File: config.mk
export PLATFORM = sky130hd
export DESIGN_NAME = fwd_hazard_unit
export DESIGN_NICKNAME = d
export VERILOG_FILES = /design/src/rtl/fwd_hazard_unit.sv
export SDC_FILE = /design/constraint.sdc
export NUM_CORES = 1
export LEC_CHECK = 0
export CAP_MARGIN = 15
export CORE_AREA = 2 2 108 110
export CTS_CLUSTER_DIAMETER = 200
export DETAILED_ROUTE_END_ITERATION = 12
export DIE_AREA = 0 0 110 112
export GPL_ROUTABILITY_DRIVEN = 0
export PLACE_DENSITY_LB_ADDON = 0.08
export SLEW_MARGIN = 30
export SYNTH_ARGS = -nofsm -noshare
export SYNTH_HDL_FRONTEND = slang
export SYNTH_SLANG_ARGS = --single-unit
File: constraint.sdc
create_clock -name clk -period 5.2 [get_ports clk]
set_input_delay 1.04 -clock clk [delete_from_list [all_inputs] [get_ports clk]]
set_output_delay 1.04 -clock clk [all_outputs]
set_load 0.05 [all_outputs]
File: src/rtl/fwd_hazard_unit.sv
// fwd_hazard_unit: EX-stage operand forwarding, load-use detection and a
// mult/div latency tracker driving the IF/ID stall and ID/EX bubble.
// Optional feature: define STALL_CNT_EN to add a saturating 32-bit stall_count
// output that counts every stalled cycle.
// md_state exposes the mult/div FSM state (0 idle, 1 busy, 2 done).
// Handshake: md_start is a single-cycle request that is accepted only in the
// idle or done states. md_done is a one-cycle pulse, and no backpressure exists.
module fwd_hazard_unit #(
  parameter int DATA_W  = 32,
  parameter int REG_AW  = 5,
  parameter int NUM_SRC = 2,
  parameter int MD_LAT  = 4
) (
  input  logic                      clk,
  input  logic                      rst,
  input  logic [NUM_SRC*REG_AW-1:0] id_src_addr,
  input  logic [NUM_SRC-1:0]        id_src_use,
  input  logic                      id_md_use,
  input  logic [NUM_SRC*REG_AW-1:0] ex_src_addr,
  input  logic [REG_AW-1:0]         ex_rd,
  input  logic                      ex_memread,
  input  logic [REG_AW-1:0]         mem_rd,
  input  logic                      mem_regwrite,
  input  logic                      mem_memread,
  input  logic [REG_AW-1:0]         wb_rd,
  input  logic                      wb_regwrite,
  input  logic [NUM_SRC*DATA_W-1:0] reg_data,
  input  logic [DATA_W-1:0]         exmem_alu,
  input  logic [DATA_W-1:0]         memwb_res,
  input  logic [DATA_W-1:0]         mem_dout,
  input  logic                      md_start,
  output logic [NUM_SRC*2-1:0]      fwd_sel,
  output logic [NUM_SRC*DATA_W-1:0] op_out,
  output logic                      stall,
  output logic                      flush_ex,
  output logic                      md_busy,
  output logic                      md_done,
`ifdef STALL_CNT_EN
  output logic [31:0]               stall_count,
`endif
  output logic [1:0]                md_state
);

  localparam int CNT_W = $clog2(MD_LAT + 1);

  typedef enum logic [1:0] {
    MD_IDLE = 2'd0,
    MD_BUSY = 2'd1,
    MD_DONE = 2'd2
  } md_state_t;

  md_state_t        state;
  logic [CNT_W-1:0] cnt;
  logic             lu_haz;
  logic             md_haz;

  // Per-source forward select (first hit wins) and operand mux.
  always_comb begin
    logic [REG_AW-1:0] src;
    logic [1:0]        sel;
    fwd_sel = '0;
    op_out  = '0;
    src     = '0;
    sel     = 2'd0;
    for (int i = 0; i < NUM_SRC; i++) begin
      src = ex_src_addr[i*REG_AW +: REG_AW];
      if (src == '0)
        sel = 2'd0;
      else if (mem_regwrite && mem_rd == src)
        sel = mem_memread ? 2'd3 : 2'd1;
      else if (wb_regwrite && wb_rd == src)
        sel = 2'd2;
      else
        sel = 2'd0;
      fwd_sel[i*2 +: 2] = sel;
      case (sel)
        2'd0:    op_out[i*DATA_W +: DATA_W] = reg_data[i*DATA_W +: DATA_W];
        2'd1:    op_out[i*DATA_W +: DATA_W] = exmem_alu;
        2'd2:    op_out[i*DATA_W +: DATA_W] = memwb_res;
        default: op_out[i*DATA_W +: DATA_W] = mem_dout;
      endcase
    end
  end

  // Load-use: an ID source that is actually read matches a load's destination in EX.
  always_comb begin
    logic hit;
    hit = 1'b0;
    for (int i = 0; i < NUM_SRC; i++)
      if (id_src_use[i] && id_src_addr[i*REG_AW +: REG_AW] == ex_rd)
        hit = 1'b1;
    lu_haz = ex_memread && (ex_rd != '0) && hit;
  end

  // HI/LO reader waits while the unit is busy or being started; DONE already has the result.
  assign md_haz   = id_md_use && ((state == MD_BUSY) || md_start);
  assign stall    = !rst && (lu_haz || md_haz);
  assign flush_ex = stall;
  assign md_state = state;

  // Mult/div latency FSM with registered busy/done flags.
  always_ff @(posedge clk) begin
    if (rst) begin
      state   <= MD_IDLE;
      cnt     <= '0;
      md_busy <= 1'b0;
      md_done <= 1'b0;
    end else begin
      md_busy <= 1'b0;
      md_done <= 1'b0;
      case (state)
        MD_IDLE: begin
          if (md_start) begin
            state   <= MD_BUSY;
            cnt     <= CNT_W'(MD_LAT - 1);
            md_busy <= 1'b1;
          end
        end
        MD_BUSY: begin
          cnt <= cnt - 1'b1;
          if (cnt == CNT_W'(1)) begin
            state   <= MD_DONE;
            md_done <= 1'b1;
          end else begin
            md_busy <= 1'b1;
          end
        end
        MD_DONE: begin
          if (md_start) begin
            state   <= MD_BUSY;
            cnt     <= CNT_W'(MD_LAT - 1);
            md_busy <= 1'b1;
          end else begin
            state <= MD_IDLE;
          end
        end
        default: begin
          state <= MD_IDLE;
          cnt   <= '0;
        end
      endcase
    end
  end

`ifdef STALL_CNT_EN
  // Saturating count of stalled cycles.
  always_ff @(posedge clk) begin
    if (rst)
      stall_count <= '0;
    else if (stall && stall_count != 32'hFFFF_FFFF)
      stall_count <= stall_count + 32'd1;
  end
`endif

endmodule

---- After elaboration in Yosys (flattened, before gate mapping) ----
Index checks and enable logic that the tools add are counted.
W data, S select, Z words.
word-level totals
  register bits ........................... 7
  bits in latches ......................... 0
  bits in writable memories ............... 0
  bits in read-only memories .............. 0
  bits of input ports ..................... 205
  output and inout port bits .............. 74
  logic and storage cells ................. 65
  memories ................................ 0
cells by class
  $add $sub $neg .......................... 1
  $mul .................................... 0
  divide/modulo/power cells ............... 0
  magnitude comparators ................... 0
  equal/unequal tests ..................... 16
  shift-type cells ........................ 0
  mux-type cells .......................... 21
  bitwise logic cells ..................... 1
  reduce and logical (&&, ||, !) cells .... 22
operators by type and width
  cell                   count
  $pmux W32 S3           2
  $eq A5 B5 Y1           6
  $mux W2                9
  $logic_and A1 B1 Y1    10
  $logic_not A5 Y1       2
  $eq A2 B1 Y1 const B   3
  $eq A2 B2 Y1 const B   3
  $logic_not A2 Y1       3
  $mux W1                6
  $pmux W2 S3            1
  $pmux W3 S2            1
  $reduce_bool A5 Y1     1
  $ne A2 B1 Y1 const B   2
  $reduce_or A2 Y1       2
  $eq A3 B1 Y1 const B   1
  $mux W3                1
  $sub A3 B1 Y3 const B  1
  $logic_or A1 B1 Y1     2
  $ne A2 B2 Y1 const B   1
  $pmux W1 S2            1
  $reduce_and A2 Y1      1
  $logic_not A1 Y1       1
  $not A1 Y1             1

---- Depth between registers and ports, before layout ----
  depth in word-level cells ............... 7
  mapped depth ............................ 7
  gate-level depth less buffers ........... 6

---- Least setup slack after synthesis ----
No wires, ideal clock.
  path kind ............................... input -> output
  from .................................... input ex_src_addr[1]
  to ...................................... output op_out[1]
  arrival time ............................ 2.797 ns
  required time ........................... 4.160 ns
  setup slack ............................. 1.363 ns
  stages .................................. 6
  buffers on the path ..................... 1
  cell sequence ........................... or4_4 -> nor2_4 -> nor3_2 -> clkbuf_1 -> nand2_1 -> o221a_1
on the way
  elaborated cells on any way between the ends .. 12
  classes of those cells .................. 4 x eq/ne; 4 x mux; 4 x reduce/logical
RTL lines
  what                                  RTL line  text
  start, declared                       19        input logic [NUM_SRC*REG_AW-1:0] ex_src_addr,
  $eq A5 B5 Y1                          69        else if (mem_regwrite && mem_rd == src)
  $logic_and A1 B1 Y1                   69
  $mux W2                               69
  $mux W2 (*)                           67        if (src == '0)
  net fwd_sel[0]                        32        output logic [NUM_SRC*2-1:0] fwd_sel,
  $eq A2 B2 Y1 (tied with other cells)  76        case (sel)
  $pmux W32 S3 (*)                      76
  end, declared                         33        output logic [NUM_SRC*DATA_W-1:0] op_out,
Mark *: on every way through the listed nets, which the timed path passes. The rest lies on a longest branch.

---- Worst setup path after layout ----
  from .................................... input ex_src_addr[4]
  to ...................................... output op_out[26]
on the way
  longest elaborated chain between the ends .. 7
  elaborated cells on any way between the ends .. 12
  classes of those cells .................. 4 x eq/ne; 4 x mux; 4 x reduce/logical
ends and longest elaborated chain
  what                                  RTL line  text
  $eq A5 B5 Y1                          71        else if (wb_regwrite && wb_rd == src)
  $logic_and A1 B1 Y1                   71
  $mux W2                               71
  $mux W2                               69
  $mux W2 (*)                           67
  $eq A2 B2 Y1 (tied with other cells)  76
  $pmux W32 S3 (*)                      76
Mark *: on every way between the ends. The rest lies on a longest branch, timed or not.

==> results.md <==
* Worst Clk Skew at 0.00362 ns
* Share of the synthesized area in the top cell type at 30.3%
* Post-CTS Setup Inserts at 0
* Final Max Slew Viols at 0
* Fmax at 227 MHz
* Initial core utilization at 19.9%
* Worst Setup End Kind: output pin
* Least-Margin Pin Slew at 0.837 ns
* Internal power at 0.000517 W
* Fill cells at 1,008
* Die ar. at 12,300 sq um
* Largest net degree at the start of global routing at 33
* Setup WS pre-CTS at 0.724 ns
* # hold bufs at CTS at 0
* Core ar. at 11,200 sq um
* Synth Flop Type: dfxtp_1
* Synth-to-layout area growth at 163%
* Final instance area at 5850 sq um
* Antenna violations before repair at 0
* CP peak stage delay at 0.73 ns
* YS warnings at 0
* Net load switching power at 0.000329 W
* Row count at 39
* GRT Residual Overflow at 0
* Via density per instance at 4.87
* Yosys reg bits at 7
* Drt drc at 0
* Worst path slowest cell: o21ai_2
* Area occupied by registers at 140 sq um
* Worst vdd ir at 0.0828 mV
* First-pass GRT wire length at 19,400 um
* Final worst path period need at 4.40 ns
* Nets at 762
* Crit path buffers/inverters at 3
* Detail Route Antenna Nets at 0
* Power Density at 145 nW/um^2
* ANT cells at 0
* EDFF count, synth at 0
* Post-synth ARST share at 0%
* Hold Violations, Final at 0
* Hpwl dp at 11,000 um
* Avg Cell Area, Syn at 7.76 sq um
* Worst Path Required at 4.16 ns
* DRT Pass-1 Iters at 4
* Max-slew headroom at 44.2%
* Comb power frac at 77.1%
* Post-CTS sizing at 0
* CTS Sinks at 7
* Reg clk slew, reported paths at 0.04 ns
* Fin Setup TNS at 0 ns
* Status: completed
* Ranking of synthesized cells by area: o221a_1 30%, mux2i_1 15%, nand2_1 13%, xnor2_1 12%, dfxtp_1 6.3%
* CP Cell Sequence: clkdlybuf4s50_1, xnor2_1, nand4_1, o21ai_2, buf_12, o221a_1, buf_12
* CP max FO at 17
* Vias in the first global route at 3,507
* CTS tree: built
* CP most frequent cell: buf_12
* Multi-input gate area at 1930 sq um
* Fin util at 52.3%
* Max-cap violations at 0
* Crit-path leading delay family: compound AO/OA/AOI/OAI gates
* Hold WC Path Type: flop to flop
* Port bufs at 278
* Clock tree root driver cell: clkbuf_16
* CTS H-tree lvls at 1
* Yosys top cell by area: o221a_1
* # setup viols final at 0
* Critical Path AT at 3.36 ns
* Crit Path Category: input port to output pin
* Tot GR Track Use at 20.2%
* Share of layout cells above drive strength 1 at 16.4%
* Placed cell area at 5770 sq um
* Sw frac at 38.9%
* Setup ws final at 0.798 ns
* Post-Syn Instances at 287
* Clock power share at 15.6%
* Synth cell count leaders: 75 x nand2_1, 60 x o221a_1, 34 x mux2i_1
* Top-Level Pins at 279
* Cell with the most instances after synthesis: nand2_1
* RSZ-0062 raised after global routing: no
* Synthesized net count at 494
* Die H at 112 um
* Vias post-DR at 3,394
* Post-synth cell types at 30
* Die X at 110 um
* Mapped cell area at 2230 sq um
* CTS Buf Count at 3
* Final WL at 13,200 um
* Static Leakage at 2.15 nW
* Later-pin clock latency in the skew report at 0.23 ns
* Period utilization at 84.7%
* Sequential power share at 7.3%
* Drt initial violations at 117
* Clk buf depth at 2
* WL/cell at 19.0 um
* Sequential cell area fraction in the yosys report at 6.29%
* CP Launch Type: input port
* Worst hold slack at 0.505 ns
worst paths after layout:
path	end	depth (start not counted)	startpoint	slack, ns
min reg2reg	cnt[1]	2	cnt[1]	0.50
max	op_out[26]	7	ex_src_addr[4]	0.80
max reg2reg	cnt[2]	5	md_state[0]	4.09
min	cnt[1]	2	cnt[1]	0.50
final cells by class:
type                       count  area share, %
clock buffer                   4           1.35
tap                          143           3.06
sequential                     7           2.40
timing repair buffer         289           60.1
inverter                       2          0.128
multi-input combinational    252           33.0
stage by stage:
step                      total power (W)  instances
final                            0.000846        697
after CTS                        0.000852        697
after global routing             0.000879        697
after detailed placement         0.000718        693
after global placement           0.000714        693
after floorplan                  0.000339        287
power groups by stage:
stage | clock network (W) | logic (W) | registers [W]
after floorplan | 0 | 0.000271 | 0.0000680
after global placement | 0 | 0.000652 | 0.0000624
after detailed placement | 0 | 0.000655 | 0.0000625
after CTS | 0.000133 | 0.000657 | 0.0000618
after global routing | 0.000135 | 0.000682 | 0.0000622
final | 0.000132 | 0.000652 | 0.0000618
sequential cells by signal (all words and copies together), names as in the netlist:
| name | flops |
|---|---|
| md_state | 2 |
| md_busy | 1 |
| cnt | 3 |
| md_done | 1 |
layout by cell type (no fill, tap or decap), drive strengths merged, types with 6 or more instances in the layout:
| master | Yosys | routed |
|---|---|---|
| nand2 | 75 | 75 |
| xnor2 | 30 | 30 |
| mux2i | 34 | 34 |
| clkdlybuf4s50 | 0 | 213 |
| buf | 16 | 76 |
| nor2 | 14 | 14 |
| dfxtp | 7 | 7 |
| o221a | 64 | 64 |
| nor3 | 6 | 6 |
logic make-up after synthesis:
| family | Yosys count | synth area share [%] |
|---|---|---|
| AO/OA/AOI/OAI | 76 | 35.4 |
| AND/OR/NAND/NOR | 110 | 22.2 |
| XOR/XNOR | 30 | 11.8 |
| buffers and inverters | 28 | 7.92 |
| multiplexers | 34 | 15.3 |
| adder cells (fa/ha/maj) | 2 | 1.12 |
| flip-flops | 7 | 6.29 |
routing by layer:
metal  part of all wire [%]  up-vias  GRT usage, %
met3                     10       10          4.27
met5                      0        -             0
met2                     53      180          39.6
li1                       -     1640             -
met4                    1.0        0          3.04
met1                     36     1564          21.9
tightest hold or removal path: cells and delay by family (launching register included):
| family | cells | cell delay (ns) |
|---|---|---|
| flip-flops | 1 | 0.32 |
| AO/OA/AOI/OAI | 1 | 0.07 |
| AND/OR/NAND/NOR | 1 | 0.07 |
Power figures use the tool's default switching activity.
